==> src/rtl/lsu_pkg.sv <==
// Shared types, byte-control codes and alignment helper for the load/store controller.
package lsu_pkg;

   localparam int unsigned ADDR_W = 32;
   localparam int unsigned DATA_W = 32;
   localparam int unsigned BE_W   = 4;
   localparam int unsigned BC_W   = 4;

   localparam logic [BC_W-1:0] BC_WORD = 4'b1111;
   localparam logic [BC_W-1:0] BC_HALF = 4'b0011;
   localparam logic [BC_W-1:0] BC_BYTE = 4'b0001;

   typedef enum logic [1:0] {
      IDLE = 2'd0,
      BUSY = 2'd1,
      RESP = 2'd2
   } lsu_state_t;

   // Access context held for the load-data return path.
   typedef struct packed {
      logic [BC_W-1:0] byte_ctrl;
      logic            uns;
      logic [1:0]      addr_lo;
   } lsu_ctx_t;

   // Unknown byte-control codes are treated as word accesses.
   function automatic logic is_misaligned(input logic [BC_W-1:0] bc, input logic [1:0] addr_lo);
      logic mis;
      mis = 1'b0;
      if (bc == BC_BYTE) begin
         mis = 1'b0;
      end else if (bc == BC_HALF) begin
         mis = addr_lo[0];
      end else begin
         mis = (addr_lo != 2'b00);
      end
      return mis;
   endfunction

endpackage

==> src/rtl/lsu_lane_align.sv <==
// Combinational lane steering: byte enables, replicated store data, shifted/extended load data.
module lsu_lane_align
   import lsu_pkg::*;
(
   input  logic [BC_W-1:0]   byte_ctrl,
   input  logic [1:0]        addr_lo,
   input  logic              uns,
   input  logic [DATA_W-1:0] wdata,
   input  logic [DATA_W-1:0] rdata,
   output logic [BE_W-1:0]   be,
   output logic [DATA_W-1:0] wdata_rep,
   output logic [DATA_W-1:0] rdata_ext
);

   logic [DATA_W-1:0] shifted;

   always_comb begin
      shifted   = rdata >> {addr_lo, 3'b000};
      be        = '0;
      wdata_rep = '0;
      rdata_ext = '0;
      case (byte_ctrl)
         BC_BYTE: begin
            be        = BE_W'(4'b0001 << addr_lo);
            wdata_rep = {4{wdata[7:0]}};
            rdata_ext = {{24{shifted[7] & ~uns}}, shifted[7:0]};
         end
         BC_HALF: begin
            be        = BE_W'(4'b0011 << {addr_lo[1], 1'b0});
            wdata_rep = {2{wdata[15:0]}};
            rdata_ext = {{16{shifted[15] & ~uns}}, shifted[15:0]};
         end
         default: begin
            be        = 4'b1111;
            wdata_rep = wdata;
            rdata_ext = shifted;
         end
      endcase
   end

endmodule

==> src/rtl/load_store_ctrl.sv <==
// MEM-stage load/store sequencer with req/ack memory handshake and ack timeout.
// Define LSU_UNSIGNED_EN to honour req_unsigned (LBU/LHU zero-extension).
module load_store_ctrl
   import lsu_pkg::*;
#(
   parameter int unsigned TIMEOUT_CYCLES = 255
) (
   input  logic              clk,
   input  logic              rst_n,
   input  logic              req_valid,
   output logic              req_ready,
   input  logic              req_we,
   input  logic [BC_W-1:0]   req_byte_ctrl,
   input  logic              req_unsigned,
   input  logic [ADDR_W-1:0] req_addr,
   input  logic [DATA_W-1:0] req_wdata,
   output logic              rsp_valid,
   output logic [DATA_W-1:0] rsp_rdata,
   output logic              rsp_misalign,
   output logic              rsp_timeout,
   output logic              mem_req,
   output logic              mem_we,
   output logic [ADDR_W-1:0] mem_addr,
   output logic [BE_W-1:0]   mem_be,
   output logic [DATA_W-1:0] mem_wdata,
   input  logic              mem_ack,
   input  logic [DATA_W-1:0] mem_rdata
);

   localparam int unsigned CNT_W = (TIMEOUT_CYCLES > 1) ? $clog2(TIMEOUT_CYCLES + 1) : 1;

`ifdef LSU_UNSIGNED_EN
   localparam logic UNS_EN = 1'b1;
`else
   localparam logic UNS_EN = 1'b0;
`endif

   lsu_state_t        state_q, state_d;
   logic [CNT_W-1:0]  cnt_q, cnt_d;
   lsu_ctx_t          ctx_q, ctx_d;

   logic              ready_d, rsp_valid_d, rsp_misalign_d, rsp_timeout_d;
   logic [DATA_W-1:0] rsp_rdata_d;
   logic              mem_req_d, mem_we_d;
   logic [ADDR_W-1:0] mem_addr_d;
   logic [BE_W-1:0]   mem_be_d;
   logic [DATA_W-1:0] mem_wdata_d;

   logic              uns_in;
   logic              idle_c;
   logic              timeout_hit_c;
   logic [BC_W-1:0]   lane_bc;
   logic [1:0]        lane_addr_lo;
   logic              lane_uns;
   logic [BE_W-1:0]   lane_be;
   logic [DATA_W-1:0] lane_wdata_rep;
   logic [DATA_W-1:0] lane_rdata_ext;

   assign uns_in = req_unsigned & UNS_EN;
   assign idle_c = (state_q == IDLE);

   // In IDLE the aligner steers the incoming request; afterwards it serves the held access.
   assign lane_bc      = idle_c ? req_byte_ctrl : ctx_q.byte_ctrl;
   assign lane_addr_lo = idle_c ? req_addr[1:0] : ctx_q.addr_lo;
   assign lane_uns     = idle_c ? uns_in        : ctx_q.uns;

   assign timeout_hit_c = (TIMEOUT_CYCLES != 0) &&
                          ((32'(cnt_q) + 32'd1) == 32'(TIMEOUT_CYCLES));

   lsu_lane_align u_lane_align (
      .byte_ctrl (lane_bc),
      .addr_lo   (lane_addr_lo),
      .uns       (lane_uns),
      .wdata     (req_wdata),
      .rdata     (mem_rdata),
      .be        (lane_be),
      .wdata_rep (lane_wdata_rep),
      .rdata_ext (lane_rdata_ext)
   );

   always_ff @(posedge clk or negedge rst_n) begin
      if (!rst_n) begin
         state_q <= IDLE;
         cnt_q   <= '0;
         ctx_q   <= '0;
      end else begin
         state_q <= state_d;
         cnt_q   <= cnt_d;
         ctx_q   <= ctx_d;
      end
   end

   // Next state, counter and next values of every registered output.
   always_comb begin
      state_d        = state_q;
      cnt_d          = cnt_q;
      ctx_d          = ctx_q;
      ready_d        = 1'b0;
      rsp_valid_d    = 1'b0;
      rsp_rdata_d    = rsp_rdata;
      rsp_misalign_d = rsp_misalign;
      rsp_timeout_d  = rsp_timeout;
      mem_req_d      = 1'b0;
      mem_we_d       = 1'b0;
      mem_addr_d     = '0;
      mem_be_d       = '0;
      mem_wdata_d    = '0;

      unique case (state_q)
         IDLE: begin
            ready_d = 1'b1;
            cnt_d   = '0;
            if (req_valid) begin
               ready_d       = 1'b0;
               ctx_d.byte_ctrl = req_byte_ctrl;
               ctx_d.uns     = uns_in;
               ctx_d.addr_lo = req_addr[1:0];
               if (is_misaligned(req_byte_ctrl, req_addr[1:0])) begin
                  state_d        = RESP;
                  rsp_valid_d    = 1'b1;
                  rsp_rdata_d    = '0;
                  rsp_misalign_d = 1'b1;
                  rsp_timeout_d  = 1'b0;
               end else begin
                  state_d     = BUSY;
                  mem_req_d   = 1'b1;
                  mem_we_d    = req_we;
                  mem_addr_d  = {req_addr[ADDR_W-1:2], 2'b00};
                  mem_be_d    = lane_be;
                  mem_wdata_d = lane_wdata_rep;
               end
            end
         end
         BUSY: begin
            mem_req_d   = 1'b1;
            mem_we_d    = mem_we;
            mem_addr_d  = mem_addr;
            mem_be_d    = mem_be;
            mem_wdata_d = mem_wdata;
            // Ack takes priority over a timeout expiring in the same cycle.
            if (mem_ack) begin
               state_d        = RESP;
               cnt_d          = '0;
               rsp_valid_d    = 1'b1;
               rsp_rdata_d    = mem_we ? '0 : lane_rdata_ext;
               rsp_misalign_d = 1'b0;
               rsp_timeout_d  = 1'b0;
            end else if (timeout_hit_c) begin
               state_d        = RESP;
               cnt_d          = '0;
               rsp_valid_d    = 1'b1;
               rsp_rdata_d    = '0;
               rsp_misalign_d = 1'b0;
               rsp_timeout_d  = 1'b1;
            end else begin
               cnt_d = cnt_q + CNT_W'(1);
            end
            if (state_d == RESP) begin
               mem_req_d   = 1'b0;
               mem_we_d    = 1'b0;
               mem_addr_d  = '0;
               mem_be_d    = '0;
               mem_wdata_d = '0;
            end
         end
         RESP: begin
            state_d = IDLE;
            ready_d = 1'b1;
         end
         default: begin
            state_d = IDLE;
            ready_d = 1'b1;
            cnt_d   = '0;
         end
      endcase
   end

   always_ff @(posedge clk or negedge rst_n) begin
      if (!rst_n) begin
         req_ready    <= 1'b1;
         rsp_valid    <= 1'b0;
         rsp_rdata    <= '0;
         rsp_misalign <= 1'b0;
         rsp_timeout  <= 1'b0;
         mem_req      <= 1'b0;
         mem_we       <= 1'b0;
         mem_addr     <= '0;
         mem_be       <= '0;
         mem_wdata    <= '0;
      end else begin
         req_ready    <= ready_d;
         rsp_valid    <= rsp_valid_d;
         rsp_rdata    <= rsp_rdata_d;
         rsp_misalign <= rsp_misalign_d;
         rsp_timeout  <= rsp_timeout_d;
         mem_req      <= mem_req_d;
         mem_we       <= mem_we_d;
         mem_addr     <= mem_addr_d;
         mem_be       <= mem_be_d;
         mem_wdata    <= mem_wdata_d;
      end
   end

endmodule

==> config.mk <==
export PLATFORM = sky130hd
export DESIGN_NAME = load_store_ctrl
export DESIGN_NICKNAME = d
export VERILOG_FILES = /design/src/rtl/lsu_pkg.sv /design/src/rtl/lsu_lane_align.sv /design/src/rtl/load_store_ctrl.sv
export SDC_FILE = /design/constraint.sdc
export NUM_CORES = 1
export LEC_CHECK = 0
export ABC_AREA = 1
export CORE_AREA = 5 5 122 124
export CTS_CLUSTER_DIAMETER = 50
export CTS_CLUSTER_SIZE = 25
export DETAILED_ROUTE_END_ITERATION = 10
export DIE_AREA = 0 0 127 129
export HOLD_SLACK_MARGIN = 0.1
export PLACE_DENSITY = 0.79
export SYNTH_ARGS = -nofsm -noshare
export SYNTH_HDL_FRONTEND = slang
export SYNTH_HIERARCHICAL = 1
export SYNTH_SLANG_ARGS = --single-unit
==> constraint.sdc <==
create_clock -name clk -period 2.6 [get_ports clk]
set_input_delay 0.52 -clock clk [delete_from_list [all_inputs] [get_ports clk]]
set_output_delay 0.52 -clock clk [all_outputs]
set_load 0.03 [all_outputs]
==> out/results.tsv <==
stage	metric	value	unit
place	port_buffers	208	
pwr	p_sw	3.31	mW
sta	min_period_over_period	81.9	%
sta	setup_violations	0	
place	dp_cells	1181	
outcome	outcome	complete, no violations	
clock_tree	cts_tree	built	
sta	tns	0	ps
clock_tree	cts_max_level	4	
pwr	swShare	39.4	%
pwr	clkPwrFrac	28.6	%
logic_synthesis	ys_seq_elements	120	
pwr	seqPwrFrac	28.0	%
global_routing	met2_usage	39.4	%
die	die_area	16400	um2
critical_path	critPathSlowestCell	inv_1	
global_routing	grt_usage	23.4	%
critical_path	crit_fanout	14	
global_routing	antenna_found_initial	0	
clock_tree	cts_hold_buffers	0	
route	first_iter_violations	426	
route	dr.pass1.iters	5	
critical_path	end_kind	register	
pwr	power_frac_comb	43.4	%
route	totalWireLength	19.1	mm
die	io_pins	212	
route	wl_per_cell	15.7	um
sta	worst_slack	471	ps
clock_tree	clk_latency	420	ps
die	initial_core_util	44.8	%
logic_synthesis	seq_area_frac_synth	49.0	%
critical_path	crit_path_frequent_cell	nand2_1	
cells_and_area	final_nets	1128	
logic_synthesis	syn_avg_cell_area	7.50	um2
die	row_count	43	
global_routing	grt_util_met3	7.97	%
route	vias_per_cell	4.97	
critical_path	cp-start-kind	register	
critical_path	crit_chain	nor2_1 > buf_4 > o21ai_0 > nor2_2 > nand3_2 > inv_1 > nand2_1 > nand3_1 > nand2_1 > nand2_1	
sta	fin_crit	2130	ps
critical_path	path_class	reg2reg	
sta	hold_viol_final	0	
critical_path	critPathArrivalTime	2490	ps
die	core_area	13700	um2
logic_synthesis	syn_area	6130	um2
logic_synthesis	syn_inst	817	
clock_tree	max-clock-path-buffers	2	
cells_and_area	layout-drive-gt1-share	8.33	%
clock_tree	cts_resized	0	
die	die_h	129	um
global_routing	top_usage_layer	met2	
cells_and_area	final_area	8960	um2
hold_path	min_path_type	in2async	
global_routing	grt_pass1_vias	5937	
clock_tree	cts_sinks	120	
cells_and_area	area_growth	46.2	%
cells_and_area	finalNonFillerCells	1213	
logic_synthesis	synth_area_leaders	dfrtp_1, nand2_1, nand3_1, inv_1, o21ai_0	
critical_path	cpPeakStageDelay	400	ps
clock_tree	cts_root_buffer	clkbuf_16	
cells_and_area	num_antenna_cells	0	
critical_path	required	2960	ps
sta	max_clock_freq	0.470	GHz
sta	worst_pin_slew	612	ps
cells_and_area	fin_util	65.6	%
sta	rsz0062_at_grt	false	
clock_tree	cts.clk_slew.worst_paths	50	ps
pwr	peakVddDrop	0.000404	V
pwr	p_per_area	938	nW/um2
route	vias	6034	
logic_synthesis	yosysTopAreaCellShare	48.6	%
place	place_congestion	0.900	
logic_synthesis	yosys_warnings	6	
die	die_w	127	um
pwr	total_power	8.41	mW
route	drc	0	
sta	fin_worst_skew	7.83	ps
sta	slew_headroom	59.2	%
run	cap_violations	0	
logic_synthesis	synth_cell_types	31	
sta	fin_hold_ws	106	ps
global_routing	met1_usage	28.4	%
place	pre_cts_slack	99.8	ps
place	dpl_cell_area	8350	um2
sta	final-max-slew-violation-count	0	
logic_synthesis	synth_top_cell_by_area	dfrtp_1	
clock_tree	cts_setup_buffers	0	
place	place.detailed.hpwl	13.7	mm
pwr	internal-power	5.10	mW
clock_tree	numCtsBuffers	17	
route	ant_nets	0	
global_routing	grt_pass1_wl	30.1	mm
pwr	p_leak	4.65	nW
global_routing	grt_max_degree	67	
global_routing	grt_overflow	0	
-- per-layer routing --
layer / up-vias / routed length, um / share of wire, %
met3: 34 / 1700 / 8.9
met5: - / 0 / 0
met4: 0 / 311 / 1.6
met1: 2820 / 7770 / 41
met2: 237 / 9280 / 49
li1: 2943 / - / -
-- sequential cells by signal (all words and copies together) (netlist names) --
name / count
mem_be: 4
rsp_misalign: 1
rsp_rdata: 32
cnt_q: 8
mem_we: 1
state_q: 2
mem_wdata: 32
rsp_timeout: 1
mem_addr: 30
ctx_q: 6
req_ready: 1
rsp_valid: 1
mem_req: 1
-- synth_stat cells (all sizes together) --
library cell / number
nand4: 9
o21ai: 27
o21bai: 1
inv: 41
buf: 44
ha: 2
dfstp: 1
a22oi: 7
o22ai: 3
o211ai: 7
dfrtp: 119
nand3: 61
clkbuf: 8
clkinv: 1
nor3b: 1
nand2: 460
a21oi: 3
nor2: 21
conb: 1
-- critical path: cells and delay by family, from the launching register on --
kind	cells	cell delay (ps)
and+or+nand+nor	7	1010
DFF	1	390
buffers and inverters	2	590
AOI/OAI and AO/OA	1	100
-- path summary, 6_finish.rpt --
path                            depth (start not counted)            end   startpoint  slack, ps
worst max-delay path                                   10  mem_wdata[26]   state_q[0]        470
worst min-delay path                                    1  rsp_rdata[30]        rst_n        110
worst max register to register                         10  mem_wdata[26]   state_q[0]        470
worst min register to register                          2    mem_addr[8]  mem_addr[8]        470
max in group asynchronous                               2      req_ready        rst_n       1810
min in group clk                                        2    mem_addr[8]  mem_addr[8]        470
-- power by group through the flow --
stage | Clock, mW | Sequential (mW) | Combinational (mW)
5_1_grt | 2.53 | 2.39 | 3.98
3_5_place_dp | 0 | 2.38 | 3.64
3_3_place_gp | 0 | 2.37 | 3.60
2_1_floorplan | 0 | 2.87 | 1.84
4_1_cts | 2.45 | 2.36 | 3.66
6_report | 2.41 | 2.35 | 3.65
-- logic make-up after synthesis --
kind of cell / share of synthesized area, %
DFF: 49.0
AOI/OAI and AO/OA: 4.72
and+or+nand+nor: 37.4
adders and majority gates: 0.408
buffers and inverters: 8.35
other: 0.0612
-- cell type report --
class                           instances  area [um2]
Fill cell                            1169        4710
Multi-Input combinational cell        606        2630
Tap cell                              180         225
Inverter                               42         158
Sequential cell                       120        3000
Timing Repair Buffer                  233        2330
Clock inverter                         11         148
Clock buffer                           21         460
-- layout by cell type (no fill, tap or decap), drive strengths merged --
cell type and instances:
conb 4, clkinv 5, o21bai 1, clkbuf 21, buf 26, a21oi 3
a22oi 7, o22ai 3, nor3b 1, dfrtp 119, nor2 21, nand2 460
inv 41, nand4 9, nand3 61, ha 2, o21ai 27, clkdlybuf4s50 207
bufinv 3, o211ai 7, dfstp 1, clkinvlp 4
Power figures use the tool's default switching activity.
